==> src/rtl/sram_port_arbiter.sv <==
// sram_port_arbiter
//   Shares one synchronous single-port SRAM between the CPU instruction-fetch
//   port (ice/iaddr/inst) and data port (dce/daddr/we/din/dm). Grants one side
//   per cycle, steers read data back to the side that issued the read, and
//   raises stallreq_arb whenever a presented request is refused this cycle.
//
// Ports
//   cpu_clk_50M, cpu_rst_n      clock; asynchronous active-low reset
//   ice, iaddr, inst            instruction read request / byte address / data
//   dce, daddr, we, din, dm     data request / byte address / byte enables /
//                               write data / read data
//   sram_en, sram_we, sram_addr, sram_wdata, sram_rdata
//                               SRAM interface, read data one cycle after a read
//   stallreq_arb                stall request to the stall control unit
module sram_port_arbiter #(
  parameter int unsigned ADDR_W       = 20,
  parameter int unsigned MAX_D_STREAK = 4
) (
  input  logic              cpu_clk_50M,
  input  logic              cpu_rst_n,
  input  logic              ice,
  input  logic [31:0]       iaddr,
  output logic [31:0]       inst,
  input  logic              dce,
  input  logic [31:0]       daddr,
  input  logic [3:0]        we,
  input  logic [31:0]       din,
  output logic [31:0]       dm,
  output logic              sram_en,
  output logic [3:0]        sram_we,
  output logic [ADDR_W-1:0] sram_addr,
  output logic [31:0]       sram_wdata,
  input  logic [31:0]       sram_rdata,
  output logic              stallreq_arb
);

  typedef enum logic [1:0] {
    NONE = 2'd0,
    I_RD = 2'd1,
    D_RD = 2'd2,
    D_WR = 2'd3
  } gnt_e;

  localparam logic [3:0] STREAK_MAX = 4'(MAX_D_STREAK);

  gnt_e        last_gnt;
  gnt_e        next_gnt;
  logic        i_served;
  logic        d_served;
  logic [3:0]  streak;
  logic [31:0] inst_q;
  logic [31:0] dm_q;

  logic        i_req;
  logic        d_req;
  logic        conflict;
  logic        at_max;
  logic        gnt_i;
  logic        gnt_d;

  // Address bits outside the word-address slice are deliberately ignored.
  logic        unused_addr_bits;
  assign unused_addr_bits = ^{iaddr, daddr};

  // Requests are masked by reset so every combinational output drops to its
  // idle value as soon as reset asserts, even with ice/dce still high.
  always_comb begin
    i_req    = ice & ~i_served & cpu_rst_n;
    d_req    = dce & ~d_served & cpu_rst_n;
    conflict = i_req & d_req;
    at_max   = (streak == STREAK_MAX);
    gnt_i    = i_req & (~d_req | at_max);
    gnt_d    = d_req & ~gnt_i;
  end

  always_comb begin
    sram_en      = 1'b0;
    sram_we      = '0;
    sram_addr    = '0;
    sram_wdata   = '0;
    next_gnt     = NONE;
    stallreq_arb = conflict;
    if (gnt_d) begin
      sram_en    = 1'b1;
      sram_we    = we;
      sram_addr  = daddr[ADDR_W+1:2];
      sram_wdata = din;
      next_gnt   = (|we) ? D_WR : D_RD;
    end else if (gnt_i) begin
      sram_en    = 1'b1;
      sram_addr  = iaddr[ADDR_W+1:2];
      sram_wdata = din;
      next_gnt   = I_RD;
    end
  end

  always_comb begin
    inst = (last_gnt == I_RD) ? sram_rdata : inst_q;
    dm   = (last_gnt == D_RD) ? sram_rdata : dm_q;
  end

  always_ff @(posedge cpu_clk_50M or negedge cpu_rst_n) begin
    if (!cpu_rst_n) begin
      last_gnt <= NONE;
      i_served <= 1'b0;
      d_served <= 1'b0;
      streak   <= '0;
      inst_q   <= '0;
      dm_q     <= '0;
    end else begin
      last_gnt <= next_gnt;
      // Served marks accumulate only within a stall episode; the first
      // non-stalled cycle ends the episode and clears both.
      if (conflict) begin
        i_served <= i_served | gnt_i;
        d_served <= d_served | gnt_d;
      end else begin
        i_served <= 1'b0;
        d_served <= 1'b0;
      end
      if (conflict && gnt_d)
        streak <= at_max ? streak : streak + 4'd1;
      else
        streak <= '0;
      if (last_gnt == I_RD)
        inst_q <= sram_rdata;
      if (last_gnt == D_RD)
        dm_q <= sram_rdata;
    end
  end

endmodule
==> config.mk <==
export PLATFORM = sky130hd
export DESIGN_NAME = sram_port_arbiter
export DESIGN_NICKNAME = d
export VERILOG_FILES = /design/src/rtl/sram_port_arbiter.sv
export SDC_FILE = /design/constraint.sdc
export NUM_CORES = 1
export LEC_CHECK = 0
export CAP_MARGIN = 20
export CELL_PAD_IN_SITES_DETAIL_PLACEMENT = 1
export CELL_PAD_IN_SITES_GLOBAL_PLACEMENT = 2
export CORE_ASPECT_RATIO = 0.7
export CORE_MARGIN = 2
export CORE_UTILIZATION = 17
export DETAILED_ROUTE_END_ITERATION = 6
export HOLD_SLACK_MARGIN = 0.06
export PLACE_DENSITY_LB_ADDON = 0.25
export SYNTH_ARGS = -nofsm -noshare
export SYNTH_HDL_FRONTEND = slang
export SYNTH_SLANG_ARGS = --single-unit
==> constraint.sdc <==
create_clock -name cpu_clk_50M -period 1.7 [get_ports cpu_clk_50M]
set_clock_uncertainty 0.15 [all_clocks]
set_input_delay 0.34 -clock cpu_clk_50M [delete_from_list [all_inputs] [get_ports cpu_clk_50M]]
set_output_delay 0.34 -clock cpu_clk_50M [all_outputs]
set_load 0.005 [all_outputs]
==> results of run 1 <==
==> critical path, delay by kind of cell (launching register included) <==
family                   cells  cell delay [ns]
AND/OR/NAND/NOR              1             0.23
AO/OA/AOI/OAI                2             0.27
buffers and inverters        4             0.51
flip-flops                   1             0.39
adder cells (fa/ha/maj)      1             0.13
==> final cells by class <==
type                            count  share of cell area, %
Clock inverter                      7                  0.913
Multi-Input combinational cell    145                   22.0
Tap cell                          236                   3.78
Clock buffer                        9                   2.88
Inverter                            3                  0.144
Timing Repair Buffer              336                   47.3
Sequential cell                    72                   23.1
==> power by group through the flow <==
stage | Sequential (W) | Combinational, W | Clock, W
after floorplan | 0.00212 | 0.000557 | 0
after global placement | 0.00214 | 0.00184 | 0
after detailed placement | 0.00216 | 0.00187 | 0
after CTS | 0.00215 | 0.00263 | 0.00196
after global routing | 0.00219 | 0.00294 | 0.00204
final | 0.00215 | 0.00276 | 0.00187
==> worst max-delay path by stage <==
stage / endpoint / cells after the start
2_1_floorplan: sram_addr[11] / 6
3_3_place_gp: sram_addr[7] / 6
3_5_place_dp: sram_addr[7] / 6
4_1_cts: sram_addr[15] / 8
5_1_grt: sram_addr[14] / 8
6_report: sram_addr[17] / 8
==> logic make-up after synthesis <==
kind of cell | Yosys count
compound gates | 24
mux | 64
xor+xnor | 2
simple gates | 53
flops | 72
buf+inv | 18
fa+ha+maj | 2
==> cell usage in the layout, fill, tap and decap left out, types with 2 or more instances in the layout <==
cell type / count
dlygate4sd2_1: 2
buf_4: 24
buf_2: 20
buf_16: 7
nand3b_1: 2
mux2_4: 64
buf_8: 8
nor2_1: 3
clkinv_2: 2
dfrtp_1: 71
clkdlybuf4s50_1: 108
clkbuf_2: 3
clkinvlp_4: 3
buf_12: 13
nand2b_4: 3
a22o_1: 20
and2_4: 37
buf_6: 148
inv_2: 3
clkbuf_16: 11
==> per-layer routing <==
metal | global-route usage, % | wire length, µm | vias up
li1 | - | - | 1482
met1 | 16.9 | 5720 | 1593
met2 | 24.9 | 7250 | 136
met3 | 3.69 | 743 | 13
met4 | 4.04 | 206 | 0
met5 | 0 | 0 | -
==> sequential cells by signal, summed over array words and instances, names as in the netlist <==
name,count
inst_q,32
i_served,1
last_gnt,2
streak,4
d_served,1
dm_q,32
==> stage by stage <==
step                worst slack (ns)  cell area, µm²  utilization [%]  hold slack (ns)
finish                        -0.655            7820             42.8            0.107
global route                  -0.722            7820             42.8            0.189
CTS                           -0.675            7580             41.5            0.169
detailed placement            -0.924            5990             32.8            0.108
global placement              -0.882            5990             32.8            0.109
floorplan                    -0.0983            3230                -           -0.106
==> what timing repair did <==
item	CTS	global route
gates resized for setup	700	87
hold buffers	1	0
setup endpoints to repair	122	123
pin swaps	41	24
cloned	12	2
endpoints found under the hold margin	1	0
buffers inserted	63	17
==> run summary, run 1 <==
critical-path cell list = inv_2 > ha_4 > and3b_4 > a21oi_4 > buf_6 > clkbuf_16 > a22o_1 > buf_2
Internal = 0.00508 W
Mapped Area = 3210 µm²
Clock Latency Late Sink = 0.33 ns
Worst Path Arrival = 1.87 ns
CP max-delay cell = dfrtp_1
largest family of logic cells by synthesized area = multiplexers
NetSw = 0.00170 W
ranking of synthesized cells by area = dfrtp_1 (56%), mux2_1 (22%), and2_1 (7.4%), a22o_1 (5.5%), buf_2 (1.9%)
Total Wirelength = 13.9 mm
CP required = 1.21 ns
Crit Reg-Reg Endpoint = inst_q[5]
failing checks = negative setup slack
mux contribution to synthesized area = 22.5%
asr flop ratio synth = 100%
Clock Path Buffers = 2
Syn. warnings = 0
share of the yosys chip area belonging to registers = 56.1%
Highest Clock Rate = 0.425 GHz
TritonCTS clock tree = built
FP Rows = 41
Iter 0 DRT Violations = 112
Final setup viols = 123
Post-synth top cells = dfrtp_1 (72), mux2_1 (64), and2_1 (38)
IO Pins = 258
Die H = 119 µm
worst-margin pin slew = 0.917 ns
Worst-path clk slew = 0.06 ns
count leader, synth = dfrtp_1
# diodes = 0
Synth Flop Type = dfrtp_1
area of the multi-input gates = 1720 µm²
Logic pwr share = 40.7%
Synth Area in Compound Gates = 6.67%
Overflow after GRT = 0
RSZ-0062 raised after global routing = true
Min Clock Period, post-route = 2.36 ns
via count = 3224
Largest stage delay, worst path = 0.39 ns
share of the synthesized area in the top cell type = 56.1%
post-detail-place hpwl = 8.94 mm
crit start category = register
max-cap viol count = 0
routability cong. = 0.814
Area Overhead vs Synth = 144%
period utilisation layout = 139%
vias in the first global route = 3818
Initial Util = 17.6%
worst vdd rail ir drop = 461 µV
post-synthesis simple-gate area fraction = 10.5%
Global Route Usage Sum = 14.1%
Core Area = 18300 µm²
Post-synth EDFFs = 0
Max-Slew Margin vs Limit = 38.9%
endpoints failing hold = 0
flops & latches, synth = 72
worst-path fanout max = 5
largest net degree at the start of global routing = 72
post-synthesis xor/xnor area fraction = 0.546%
unique cell type count in the Yosys netlist = 24
antenna violations before repair = 0
Syn Inst Count = 235
syn_nets = 373
setup tns final = -57.56 ns
Fillers = 1905
Pre-Repair DR Iteration Count = 4
Final Power = 0.00678 W
PD cells = 868 nW/µm²
status = finished with violations
Mapped Avg Cell Area = 13.7 µm²
cell taking the most area after synthesis = dfrtp_1
worst r2r path cells = 7
number of remaining DRC errors = 0
HP Class = primary input to async pin
sequential share of power = 31.7%
Vias/cell = 3.99
crit path from = streak[0]
first-pass GRT wire length = 21.6 mm
Port Buf Inserts = 233
TritonCTS Buffers = 9
Storage cell area = 1800 µm²
r2r setup slk = -0.01 ns
Crit. End Element = output port
switch share = 25.1%
Finished Layout Cells = 808
FF-to-FF Start = last_gnt[1]
Crit Path Category = register to output port
Die W = 168 µm
PnR worst setup slack = -0.655 ns
H-tree depth = 3
Net count, final = 705
clock root cell = clkbuf_16
CTS sink cnt = 72
share of cells above drive strength 1 = 62.4%
leakage power = 3.73 nW
dpl cells = 710
adder-cell share of the synthesized area = 0.780%
Antenna Nets Post-Route = 0
wire per inst = 17.2 µm
Die ar. = 20000 µm²
clock share of power = 27.6%
Slew Limit Fails = 0
Note: power is estimated with default switching activity, not from simulation.
==> run 2: changes to the inputs <==
CORE_UTILIZATION = 18   (was 17)
clock period = 2.3 ns   (was 1.7 ns; I/O delays follow)
==> run 2 against run 1 <==
Against the previous run:
- the flow still finishes with violations (negative setup slack)
- die area decreased by 5.4%
- clock power is 27% lower
- via count shrank 2.9%
- critical path depth did not move
- register-to-register slack better by 0.48 ns
- setup slack improved by 0.47 ns
- final cell count shrank 3.6%
- sequential share of layout area rose by 2.6 points
- first-iteration DRC count fell by 27%
- sequential power is 26% lower
- total power shrank 31%
- largest cell class unchanged
==> run summary, run 2 (synthesized netlist as in run 1, its figures left out) <==
Storage cell area = 1800 µm²
failing checks = negative setup slack
Initial Util = 18.5%
TritonCTS clock tree = built
WP buf/inv = 4
Die H = 116 µm
CP required = 1.69 ns
number of remaining DRC errors = 0
Antenna Nets Post-Route = 0
Net count, final = 681
endpoints failing hold = 0
Largest stage delay, worst path = 0.37 ns
Iter 0 DRT Violations = 82
Total Wirelength = 13.3 mm
Core Area = 17300 µm²
Fillers = 1898
post-layout util = 40.6%
Crit Reg-Reg Endpoint = last_gnt[1]
Crit Path Category = register to output port
# diodes = 0
worst vdd rail ir drop = 383 µV
top flop regs = dm_q x32, inst_q x32, streak x4
CP Capture Point = sram_addr[16]
antenna violations before repair = 1
HP Class = primary input to async pin
PnR worst setup slack = -0.182 ns
FP Rows = 40
via count = 3131
Crit. End Element = output port
commonest non-fill, non-tap cell in the layout = clkdlybuf4s50_1
max-cap viol count = 0
PD cells = 662 nW/µm²
H-tree depth = 3
critical-path cell list = inv_1 > ha_1 > and3b_4 > a21oi_4 > buf_6 > clkbuf_16 > a22o_1 > buf_2
Highest Clock Rate = 0.403 GHz
Worst Path Arrival = 1.87 ns
Overflow after GRT = 0
clock root cell = clkbuf_16
post-detail-place hpwl = 9.11 mm
Min Clock Period, post-route = 2.48 ns
RSZ-0062 raised after global routing = true
r2r setup slk = 0.47 ns
largest net degree at the start of global routing = 73
Clock Latency Late Sink = 0.33 ns
worst r2r path cells = 9
Port Buf Inserts = 233
TritonCTS Buffers = 9
first-pass GRT wire length = 19.2 mm
crit start category = register
Clock Path Buffers = 2
Final Power = 0.00466 W
routability cong. = 0.778
IO Pins = 258
FF-to-FF Start = streak[0]
CTS sink cnt = 72
vias in the first global route = 3480
Post-Place Worst Slack = -0.596 ns
crit path from = streak[0]
Slew Limit Fails = 0
leakage power = 3.39 nW
Worst-path clk slew = 0.05 ns
wire per inst = 17.0 µm
Global Route Usage Sum = 13.5%
Final setup viols = 50
CP max-delay cell = dfrtp_1
worst-margin pin slew = 0.940 ns
Die W = 164 µm
setup tns final = -4.57 ns
WP depth = 8
period utilisation layout = 108%
share of cells above drive strength 1 = 53.3%
Pre-Repair DR Iteration Count = 4
Max-Slew Margin vs Limit = 37.3%
Vias/cell = 4.02
Die ar. = 18900 µm²
Area Overhead vs Synth = 119%
Fin Hold WS = 0.338 ns
cts hold-fix bufs = 0
worst-path fanout max = 5
CP top delay family = buffers and inverters
status = finished with violations
area of the multi-input gates = 1610 µm²
most frequent cells in the layout = clkdlybuf4s50_1 (108), dfrtp_1 (71), buf_6 (63)
-- run 2: area by class of cell --
type	count	share of cell area, %
Clock inverter	5	0.801
Sequential cell	72	25.6
Clock buffer	11	3.45
Tap cell	231	4.11
Timing Repair Buffer	312	42.9
Inverter	3	0.160
Multi-Input combinational cell	145	22.9
-- run 2: worst min path at each step --
stage,startpoint,endpoint,slack [ns],cells past startpoint
2_1_floorplan,cpu_rst_n,d_served,0.01,0
3_3_place_gp,inst_q[23],inst_q[23],0.31,1
3_5_place_dp,inst_q[27],inst_q[27],0.32,1
4_1_cts,dm_q[22],dm_q[22],0.34,1
5_1_grt,inst_q[23],inst_q[23],0.35,1
6_report,cpu_rst_n,i_served,0.34,3
-- run 2: what timing repair did --
action,in CTS,in global routing
setup buffers,38,23
gates resized for setup,460,145
pin swaps,6,16
cloned,6,2
setup endpoints to repair,122,118
-- run 2: worst min-delay path, delay by kind of cell --
family / cells / cell delay [ns]
buffers and inverters: 3 / 0.91
-- run 2: stage by stage --
step / instance area (µm²) / cells
after floorplan: 3210 / 235
after global placement: 5970 / 701
after detailed placement: 5970 / 701
after CTS: 6830 / 761
after global routing: 7030 / 779
final: 7030 / 779
-- run 2: power breakdown --
group | switching, W | total, W | internal, W | leakage, nW
Clock | 0.000508 | 0.00137 | 0.000866 | 0.145
Combinational | 0.000571 | 0.00170 | 0.00113 | 2.39
Sequential | 0.0000717 | 0.00159 | 0.00151 | 0.855
-- run 2: routing by layer --
| layer | track usage, % | vias to the layer above | share of wire [%] |
|---|---|---|---|
| li1 | - | 1432 | - |
| met1 | 16.3 | 1545 | 40 |
| met2 | 23.3 | 142 | 51 |
| met3 | 4.65 | 10 | 7.4 |
| met4 | 3.51 | 2 | 0.96 |
| met5 | 0 | - | 0.098 |
